### src/rtl/pio_cmd_ctrl.sv
// HPS PIO command controller: four-phase req/ack handshake driving pixel memory and the edge engine.
// Optional PIO_CMD_SYNC_EN: double-flop synchronizer on cmd_i (adds 2 cycles to accept and release).
module pio_cmd_ctrl #(
   parameter int unsigned ADDR_W = 18
) (
   input  logic              clk_clk,
   input  logic              reset,
   input  logic [31:0]       cmd_i,
   output logic [31:0]       sts_o,
   output logic [ADDR_W-1:0] mem_addr,
   output logic [7:0]        mem_wdata,
   output logic              mem_we,
   output logic              mem_re,
   input  logic [7:0]        mem_rdata,
   output logic              eng_start,
   input  logic              eng_done
);

   localparam int unsigned OP_W    = 3;
   localparam int unsigned DATA_W  = 8;
   localparam int unsigned PAD_W   = 18;
   localparam logic [OP_W-1:0] OP_NOP    = 3'd0;
   localparam logic [OP_W-1:0] OP_WRITE  = 3'd1;
   localparam logic [OP_W-1:0] OP_READ   = 3'd2;
   localparam logic [OP_W-1:0] OP_START  = 3'd3;
   localparam logic [OP_W-1:0] OP_STATUS = 3'd4;

   typedef enum logic [2:0] {IDLE, EXEC, RD_WAIT, ACK, REL} state_t;

   logic [31:0] cmd;

`ifdef PIO_CMD_SYNC_EN
   logic [31:0] cmd_meta;
   logic [31:0] cmd_sync;

   always_ff @(posedge clk_clk) begin
      if (reset) begin
         cmd_meta <= '0;
         cmd_sync <= '0;
      end else begin
         cmd_meta <= cmd_i;
         cmd_sync <= cmd_meta;
      end
   end

   assign cmd = cmd_sync;
`else
   assign cmd = cmd_i;
`endif

   logic              req;
   logic [OP_W-1:0]   op_in;
   logic [ADDR_W-1:0] addr_in;
   logic [DATA_W-1:0] wdata_in;
   logic              unused_addr_hi;

   assign req      = cmd[31];
   assign op_in    = cmd[30:28];
   assign addr_in  = cmd[8 +: ADDR_W];
   assign wdata_in = cmd[7:0];
   // address bits above ADDR_W are ignored by design
   assign unused_addr_hi = ^(cmd[27:8] >> ADDR_W);

   state_t            state, state_d;
   logic [OP_W-1:0]   op_q, op_d;
   logic [OP_W-1:0]   last_op, last_op_d;
   logic              ack, ack_d;
   logic              err, err_d;
   logic              busy, busy_d;
   logic [DATA_W-1:0] rdata, rdata_d;
   logic [ADDR_W-1:0] addr_d;
   logic [DATA_W-1:0] wdata_d;
   logic              we_d, re_d, start_d;

   always_ff @(posedge clk_clk) begin
      if (reset) begin
         state     <= IDLE;
         op_q      <= '0;
         last_op   <= '0;
         ack       <= 1'b0;
         err       <= 1'b0;
         busy      <= 1'b0;
         rdata     <= '0;
         mem_addr  <= '0;
         mem_wdata <= '0;
         mem_we    <= 1'b0;
         mem_re    <= 1'b0;
         eng_start <= 1'b0;
      end else begin
         state     <= state_d;
         op_q      <= op_d;
         last_op   <= last_op_d;
         ack       <= ack_d;
         err       <= err_d;
         busy      <= busy_d;
         rdata     <= rdata_d;
         mem_addr  <= addr_d;
         mem_wdata <= wdata_d;
         mem_we    <= we_d;
         mem_re    <= re_d;
         eng_start <= start_d;
      end
   end

   // Strobes are registered on the accepting edge so they are high exactly during EXEC.
   always_comb begin
      state_d   = state;
      op_d      = op_q;
      last_op_d = last_op;
      ack_d     = ack;
      err_d     = err;
      busy_d    = busy & ~eng_done;
      rdata_d   = rdata;
      addr_d    = mem_addr;
      wdata_d   = mem_wdata;
      we_d      = 1'b0;
      re_d      = 1'b0;
      start_d   = 1'b0;

      case (state)
         IDLE: begin
            if (req) begin
               state_d = EXEC;
               op_d    = op_in;
               addr_d  = addr_in;
               wdata_d = wdata_in;
               err_d   = 1'b0;
               case (op_in)
                  OP_WRITE: we_d = 1'b1;
                  OP_READ:  re_d = 1'b1;
                  OP_START: begin
                     // a coincident eng_done frees the engine for this START
                     if (busy & ~eng_done) begin
                        err_d = 1'b1;
                     end else begin
                        start_d = 1'b1;
                        busy_d  = 1'b1;
                     end
                  end
                  OP_NOP, OP_STATUS: ;
                  default: err_d = 1'b1;
               endcase
            end
         end
         EXEC:    state_d = (op_q == OP_READ) ? RD_WAIT : ACK;
         RD_WAIT: begin
            rdata_d = mem_rdata;
            state_d = ACK;
         end
         ACK: begin
            ack_d     = 1'b1;
            last_op_d = op_q;
            state_d   = REL;
         end
         REL: begin
            if (!req) begin
               ack_d   = 1'b0;
               state_d = IDLE;
            end
         end
         default: state_d = IDLE;
      endcase
   end

   assign sts_o = {ack, err, busy, last_op, PAD_W'(0), rdata};

endmodule

### config.mk
export PLATFORM = sky130hd
export DESIGN_NAME = pio_cmd_ctrl
export DESIGN_NICKNAME = d
export VERILOG_FILES = /design/src/rtl/pio_cmd_ctrl.sv
export SDC_FILE = /design/constraint.sdc
export NUM_CORES = 1
export LEC_CHECK = 0
export BUFFER_PORTS_ARGS = -buffer_cell sky130_fd_sc_hd__buf_2
export CAP_MARGIN = 20
export CORE_ASPECT_RATIO = 1.2
export CORE_MARGIN = 3
export CORE_UTILIZATION = 44
export DETAILED_ROUTE_END_ITERATION = 10
export GPL_TIMING_DRIVEN = 0
export MAX_ROUTING_LAYER = met4
export PLACE_DENSITY = 0.84
export SETUP_SLACK_MARGIN = 0.4
export SLEW_MARGIN = 20
export SYNTH_ARGS = -nofsm -noshare
export SYNTH_HDL_FRONTEND = slang
export SYNTH_SLANG_ARGS = --single-unit
### constraint.sdc
create_clock -name clk_clk -period 2.3 [get_ports clk_clk]
set_clock_uncertainty 0.15 [all_clocks]
set_input_delay 0.23 -clock clk_clk [delete_from_list [all_inputs] [get_ports clk_clk]]
set_output_delay 0.23 -clock clk_clk [all_outputs]
set_load 0.02 [all_outputs]
---- Word-level counts from Yosys, hierarchy flattened ----
Cells that the tools add are included.
word-level totals
  word-level logic and storage cells ...... 51
  register bits ........................... 49
  output and inout bits ................... 61
operators by class
  muxes and demuxes ....................... 14
  reductions and logical operators ........ 9
  equality and inequality tests ........... 11
  bitwise gates (word level) .............. 5
operator list
  kind                                                                   number
  3-bit by 2-bit equality test with 1-bit output, second input constant  5
  3-bit case mux with 5 select lines                                     1
  1-bit 2-to-1 mux                                                       9
  4-bit OR reduction                                                     2
  3-bit by 1-bit equality test with 1-bit output, second input constant  2
  3-bit equality test, second input constant                             2
  3-bit zero test                                                        2
  3-bit 2-to-1 mux                                                       2
  2-bit AND reduction                                                    3
  2-bit != test, second input constant                                   2
  1-bit inverter                                                         4
  1-bit case mux with 2 select lines                                     2
  3-bit OR reduction                                                     1
  2-bit nonzero test                                                     1
  1-bit AND                                                              1

---- Longest topological paths before layout ----
Gate-level depths: netlist of the first run.
  depth in word-level cells ............... 5
  gate-level depth with buffers ........... 6
  mapped depth without buffers ............ 3

---- Worst setup path after synthesis of the first run ----
Ideal clock, no wire load.
  kind .................................... register to register
  start ................................... register state[0]
  end ..................................... register mem_addr[0]
  period minus slack after synthesis ...... 1,621 ps
  slack ................................... 679 ps
  cell stages (with the launch flop) ...... 7
  data arrival time ....................... 1,339 ps
  library setup time ...................... 132 ps
  required time ........................... 2,018 ps
  path through ............................ dfxtp_1 > buf_6 > or4b_4 > buf_6 > buf_2 > nand2_1 > a21oi_1
on the way
  word-level cells in the longest chain between the ends .. 2
ends and longest elaborated chain
  item                           line  RTL
  start: declaration             64    state_t state, state_d;
  start signal: assignment       90    state <= state_d;
  3-bit zero test                120   case (state)
  2-bit AND reduction (no line)  --
  end signal: assignment         97    mem_addr <= addr_d;
  end: declaration               10    output logic [ADDR_W-1:0] mem_addr,
Every way passes these cells.
A chain may end at the register's enable or synchronous reset.

---- Worst setup path in the final report of the first run ----
  start ................................... register state[2]
  end ..................................... register mem_wdata[4]
on the way
  word-level cells in the longest chain between the ends .. 2
ends and longest elaborated chain
  item                           line  RTL
  3-bit zero test                120
  2-bit AND reduction (no line)  --
  end signal: assignment         98    mem_wdata <= wdata_d;
  end: declaration               11    output logic [7:0] mem_wdata,
Every way passes these cells.

==> run_results.csv, run 1 <==
group,metric,value,unit
clock_tree,cts.sink_count,49,
sta,worst_pin_slew,0.5108,ns
worst_setup_path,data_arrival_time_of_the_critical_path,1.79,ns
cells_and_area,final_layout_size_suffix_gt1_frac,0.3750,
route,drt_first_pass_iters,4,
floorplan,floorplan.io_pins,104,
yosys,ys_ff_latch,49,
pwr,peakVddDrop,0.3726,mV
route,drc,0,
cells_and_area,final_nets,378,
floorplan,floorplan_die_height,79.34,um
sta,setup-violations-final,0,
sta,final-hold-violation-count,0,
grt,number_of_global_route_vias_before_repair,1562,
worst_setup_path,critPathCaptureType,"register",
clock_tree,clk_transition_reported_paths,0.09,ns
floorplan,floorplan.die_area,5324,um^2
floorplan,floorplan.die.width,67.11,um
sta,relSlewSlack,0.6595,
worst_hold_path,min_path_type,"in2reg",
yosys,share_of_synthesized_area_occupied_by_flip_flops_and_latches,0.4975,
clock_tree,root_buffer,"clkbuf_8",
placement,dp_worst_setup_slack,0.5340,ns
yosys,synth.yosys.warnings,0,
yosys,netlist_instances,228,
clock_tree,cts-hold-fix-buffers,1,
grt,grt_first_pass_wirelength,6803,um
yosys,post_synth_design_cell_area,1972,um^2
floorplan,fp-row-count,26,
clock_tree,postCtsSetupBuffers,0,
worst_setup_path,critical_path.cell_chain,"clkbuf_1 > or4b_4 > buf_6 > buf_2 > nand2_1 > a21oi_1",
clock_tree,worstSkewPairLatency,0.30,ns
pwr,power_density,774.1,nW/um^2
sta,fmaxAchievable,566.6,MHz
worst_setup_path,worst-path-max-fanout,10,
sta,rsz0062_at_grt,"no",
route,drt_iter0_drc,100,
sta,final-max-slew-violation-count,0,
sta,tns,0,ns
route,route.detailed.vias_per_inst,4.487,
floorplan,core_area,4294,um^2
worst_setup_path,timing.setup.critical_path_class,"reg2reg",
yosys,synth_cell_types,27,
cells_and_area,area_added_between_synthesis_and_finish,32.74,%
grt,overflow_after_grt,0,
grt,number_of_antenna_violations_at_the_first_check_in_global_routing,0,
placement,dpl.hpwl,3400,um
cells_and_area,fill_cells,412,
route,total_wirelength_of_the_detailed_routed_design,4349,um
clock_tree,cts_tree,"built",
worst_setup_path,startpoint_type,"register",
clock_tree,ctsHtreeMaxLevel,2,
sta,final_critical_path_setup_slack,0.5350,ns
grt,global_route.usage.total,0.1678,
route,vias,1759,
sta,post-route-period-util,0.7674,
floorplan,start_util,0.4592,
sta,final_period_minus_worst_setup_slack,1.765,ns
grt,pin_count_of_the_biggest_net_entering_global_routing,17,
placement,placement.io_buffers,82,
worst_setup_path,cell_with_the_largest_stage_delay_on_the_worst_path,"or4b_4",
worst_setup_path,slowest_delay,0.52,ns
status,run_status,"complete, no violations",
job,count_of_max_cap_constraint_violations,0,
route,antenna_violating_nets_post_route,0,
placement,finalWeightedCongestion,0.7438,
cells_and_area,layout.core_utilization,0.6096,
cells_and_area,diodes,0,
yosys,synthesis.area_per_instance,8.649,um^2
route,drt-wirelength-per-cell,11.09,um
pwr,power_leakage,0.001286,uW
clock_tree,ctsLongestPathBuffers,2,
clock_tree,cts_repair_resized_insts,0,
worst_setup_path,data_required_time_at_the_worst_endpoint,2.33,ns
clock_tree,tritoncts.num_buffers,5,
final timing paths:
path,start,to,slack (ns),depth (start not counted)
min reg2reg,mem_addr[4],mem_addr[4],0.31,2
max reg2reg,state[2],mem_wdata[4],0.53,6
min,cmd_i[1],mem_wdata[1],0.006,3
max,state[2],mem_wdata[4],0.53,6
power breakdown:
group | internal (uW) | switching, uW
combinational | 224 | 331
clock | 216 | 285
sequential | 931 | 38.6
total | 1370 | 655
Yosys cell counts, drive strengths merged:
cell type | n | area share
o21ba | 1 | 0.0051
nor4 | 2 | 0.014
nor3 | 3 | 0.0076
or4b | 1 | 0.0070
mux2i | 11 | 0.056
nor2 | 16 | 0.030
nor4b | 1 | 0.0076
nor3b | 2 | 0.0076
conb | 1 | 0.0019
a21oi | 32 | 0.081
o311a | 1 | 0.0051
a311oi | 1 | 0.0044
nand2b | 1 | 0.0032
dfxtp | 49 | 0.50
clkbuf | 6 | 0.011
nand2 | 59 | 0.11
buf | 31 | 0.12
nand3 | 2 | 0.0051
nand3b | 2 | 0.0076
inv | 1 | 0.0019
or3b | 1 | 0.0044
xnor2 | 1 | 0.0044
o21ai | 2 | 0.0051
nor2b | 1 | 0.0032
final cells by class:
class	instances	area, um^2	area share
flip-flops and latches	49	980.9	0.3748
multi-input cells	158	799.5	0.3054
repair buffers	83	420.4	0.1606
plain buffers	37	251.5	0.09608
well taps	56	70.07	0.02677
clock buffers	5	68.82	0.02629
clock inverters	3	22.52	0.008604
inverters	1	3.754	0.001434
worst max-delay path, delay by kind of cell (launching register included):
kind / cells / cell delay, ns
buffers and inverters: 3 / 0.51
flip-flops: 1 / 0.31
AO/OA/AOI/OAI: 1 / 0.06
AND/OR/NAND/NOR: 2 / 0.61
per-layer routing:
metal  track usage  vias up  routed length (um)
met4       0.05477        0                  53
met3       0.04668        6                 315
met1        0.1739      779                1721
li1              -      918                   -
met5             -        -                   0
met2        0.2999       56                2258
metrics by stage:
| step | area [um^2] | power (uW) | hold WS (ns) | std cells |
|---|---|---|---|---|
| finish | 2618 | 2026 | 0.005902 | 392 |
| global route | 2618 | 2135 | 0.002439 | 392 |
| CTS | 2618 | 2047 | 0.002033 | 392 |
| detailed placement | 2516 | 1552 | 0.2948 | 383 |
| global placement | 2516 | 1533 | 0.2892 | 383 |
| floorplan | 2036 | 1386 | 0.1510 | 245 |
kinds of logic (layout without fill, tap and decap cells):
family,Yosys count,after routing,share of synthesized area
flops,49,49,0.4975
buf+inv,38,129,0.1294
xor+xnor,1,1,0.004442
mux,11,11,0.05584
simple gates,91,91,0.2100
compound gates,37,37,0.1009
other cells,1,18,0.001902
cells in the final DEF (no fill, tap or decap), drive strengths merged, types with 2 or more instances in the layout:
| master | Yosys | layout |
|---|---|---|
| a21oi | 32 | 32 |
| buf | 31 | 113 |
| clkbuf | 6 | 11 |
| clkinv | 0 | 3 |
| conb | 1 | 18 |
| dfxtp | 49 | 49 |
| mux2i | 11 | 11 |
| nand2 | 59 | 59 |
| nand3 | 2 | 2 |
| nand3b | 2 | 2 |
| nor2 | 16 | 16 |
| nor3 | 3 | 3 |
| nor3b | 2 | 2 |
| nor4 | 2 | 2 |
| o21ai | 2 | 2 |
flip-flops by register name, indices dropped and copies added, names as in the netlist:
name	count
ack	1
busy	1
eng_start	1
err	1
last_op	3
mem_addr	18
mem_re	1
mem_wdata	8
mem_we	1
op_q	3
rdata	8
state	3
Power figures use the tool's default switching activity.
==> inputs of run 2 (changes only) <==
==> constraint.sdc (replaced) <==
create_clock -name clk_clk -period 1.8 [get_ports clk_clk]
set_clock_uncertainty 0.15 [all_clocks]
set_input_delay 0.18 -clock clk_clk [delete_from_list [all_inputs] [get_ports clk_clk]]
set_output_delay 0.18 -clock clk_clk [all_outputs]
set_load 0.02 [all_outputs]
==> run 2 against run 1 <==
Worst setup slack worse by 0.43 ns; clock power is 83% higher; power is 62% higher; flip-flop and latch count stayed put; register-to-register slack worse by 0.43 ns; critical path depth is 1 higher; first-iteration DRC count is 24% lower; worst hold slack better by 0.023 ns; sequential power is 30% higher; via count is 17% higher; utilization is 18 points higher; fmax is 4.0% higher; critical endpoint is now mem_addr[17].
==> run_results.csv, run 2 (synthesis gave the netlist of run 1 again) <==
group,metric,value,unit
status,run_status,"complete, no violations",
cells_and_area,final_nets,424,
floorplan,floorplan_die_height,79.34,um
worst_setup_path,data_required_time_at_the_worst_endpoint,1.88,ns
grt,global_route.usage.total,0.2272,
cells_and_area,layout_common_cells,"buf_2, dfxtp_1, nand2_1",
worst_setup_path,worst-path-max-fanout,10,
route,drt_first_pass_iters,4,
clock_tree,worstSkewPairLatency,0.30,ns
worst_setup_path,data_arrival_time_of_the_critical_path,1.78,ns
cells_and_area,layout.core_utilization,0.7940,
cells_and_area,area_added_between_synthesis_and_finish,72.91,%
grt,number_of_antenna_violations_at_the_first_check_in_global_routing,0,
cells_and_area,final_common_cell,"buf_2",
placement,dp_worst_setup_slack,0.1096,ns
pwr,peakVddDrop,0.5558,mV
grt,globalRouteMet1Util,0.2324,
grt,overflow_after_grt,0,
route,drc,0,
floorplan,floorplan.die.width,67.11,um
sta,final_period_minus_worst_setup_slack,1.698,ns
cells_and_area,diodes,0,
placement,dpl.hpwl,3251,um
grt,pin_count_of_the_biggest_net_entering_global_routing,16,
pwr,power_leakage,0.001626,uW
worst_setup_path,regToRegSetupSlack,0.10,ns
cells_and_area,sequential_cell_area,984.7,um^2
floorplan,floorplan.die_area,5324,um^2
cells_and_area,regMostFlops,"mem_addr",
floorplan,start_util,0.4592,
cells_and_area,fill_cells,262,
clock_tree,ctsLongestPathBuffers,2,
clock_tree,ctsHtreeMaxLevel,2,
floorplan,core_area,4294,um^2
sta,post-route-period-util,0.9432,
placement,placement.io_buffers,82,
sta,final-max-slew-violation-count,0,
sta,final_critical_path_setup_slack,0.1023,ns
sta,final-hold-violation-count,0,
grt,grt.busiest_layer,"met2",
floorplan,floorplan.io_pins,104,
sta,worst_pin_slew,0.6881,ns
sta,tns,0,ns
sta,setup-violations-final,0,
route,vias,2062,
sta,fmaxAchievable,589.0,MHz
grt,grt_first_pass_wirelength,9039,um
worst_setup_path,critPathCaptureType,"register",
clock_tree,cts_tree,"built",
job,count_of_max_cap_constraint_violations,0,
route,antenna_violating_nets_post_route,0,
clock_tree,cts.sink_count,49,
cells_and_area,largest_registers,"mem_addr x18, mem_wdata x8, rdata x8",
route,drt-wirelength-per-cell,14.09,um
clock_tree,root_buffer,"clkbuf_8",
pwr,power_density,962.2,nW/um^2
placement,finalWeightedCongestion,0.7492,
worst_hold_path,min_path_type,"in2reg",
clock_tree,tritoncts.num_buffers,5,
clock_tree,clk_transition_reported_paths,0.09,ns
route,total_wirelength_of_the_detailed_routed_design,6170,um
worst_setup_path,timing.setup.critical_path_class,"reg2reg",
cells_and_area,final_layout_size_suffix_gt1_frac,0.4607,
cells_and_area,number_of_flip_flops_under_the_largest_register_name,18,
floorplan,fp-row-count,26,
grt,number_of_global_route_vias_before_repair,2027,
route,drt_iter0_drc,76,
sta,rsz0062_at_grt,"yes",
worst_setup_path,startpoint_type,"register",
sta,relSlewSlack,0.5413,
grt,global_route.usage.met2,0.4199,
grt,grtUsageMet3,0.05941,
route,route.detailed.vias_per_inst,4.708,
cells_and_area,multi_input_comb_area,993.5,um^2
==> run 2: cell count changes in the layout (fill, tap and decap cells not counted), moves of 7 or more <==
cell           delta
a21oi_2          +13
nand2_4          +11
a21oi_1          -13
buf_4             +7
dlygate4sd3_1    +34
nand2_1          -14
==> run 2: per-layer routing <==
layer,up-vias,wire (um)
li1,1008,-
met1,971,2383
met2,76,3351
met3,7,377
met4,0,58
met5,-,0
==> run 2: area by class of cell <==
type,instances,share of cell area
plain buffers,37,0.09394
clock buffers,5,0.02018
clock inverters,3,0.01908
inverters,1,0.001101
multi-input cells,158,0.2914
flip-flops and latches,49,0.2888
well taps,56,0.02055
repair buffers,129,0.2650
==> run 2: worst paths after layout <==
| path | start | to | depth (start not counted) |
|---|---|---|---|
| max | state[0] | mem_addr[17] | 7 |
| min | cmd_i[28] | op_q[0] | 3 |
| max reg2reg | state[0] | mem_addr[17] | 7 |
| min reg2reg | mem_addr[3] | mem_addr[3] | 2 |
==> run 2: repair_timing <==
item	in CTS	in global routing
endpoints found under the setup margin	43	46
resized for setup	39	36
pin swaps	7	17
setup buffers	3	6
hold buffers	35	0
hold endpoints to repair	35	0
gates cloned	1	2
==> run 2: worst max-delay path, stage by stage, from the launching register on <==
cell and delay, ns:
dfxtp_2 0.33, buf_6 0.11, buf_8 0.12, nor4b_4 0.27, buf_4 0.20, buf_4 0.19
nand2_1 0.11, a21oi_2 0.16
==> run 2: power breakdown <==
group | leakage (uW) | total [uW] | internal (uW) | switching (uW)
clock network | 0.0000681 | 919 | 552 | 367
registers | 0.000401 | 1260 | 1190 | 71.5
logic | 0.00116 | 1100 | 534 | 564
total | 0.00163 | 3280 | 2280 | 1000
==> run 2: metrics by stage <==
step	cells	power, uW	area (um^2)	hold slack [ns]
floorplan	245	1778	2047	0.1010
global placement	383	1963	2527	0.2631
detailed placement	383	1980	2527	0.2771
CTS	430	3084	3196	0.01231
global route	438	3422	3410	0.03919
finish	438	3281	3410	0.02880
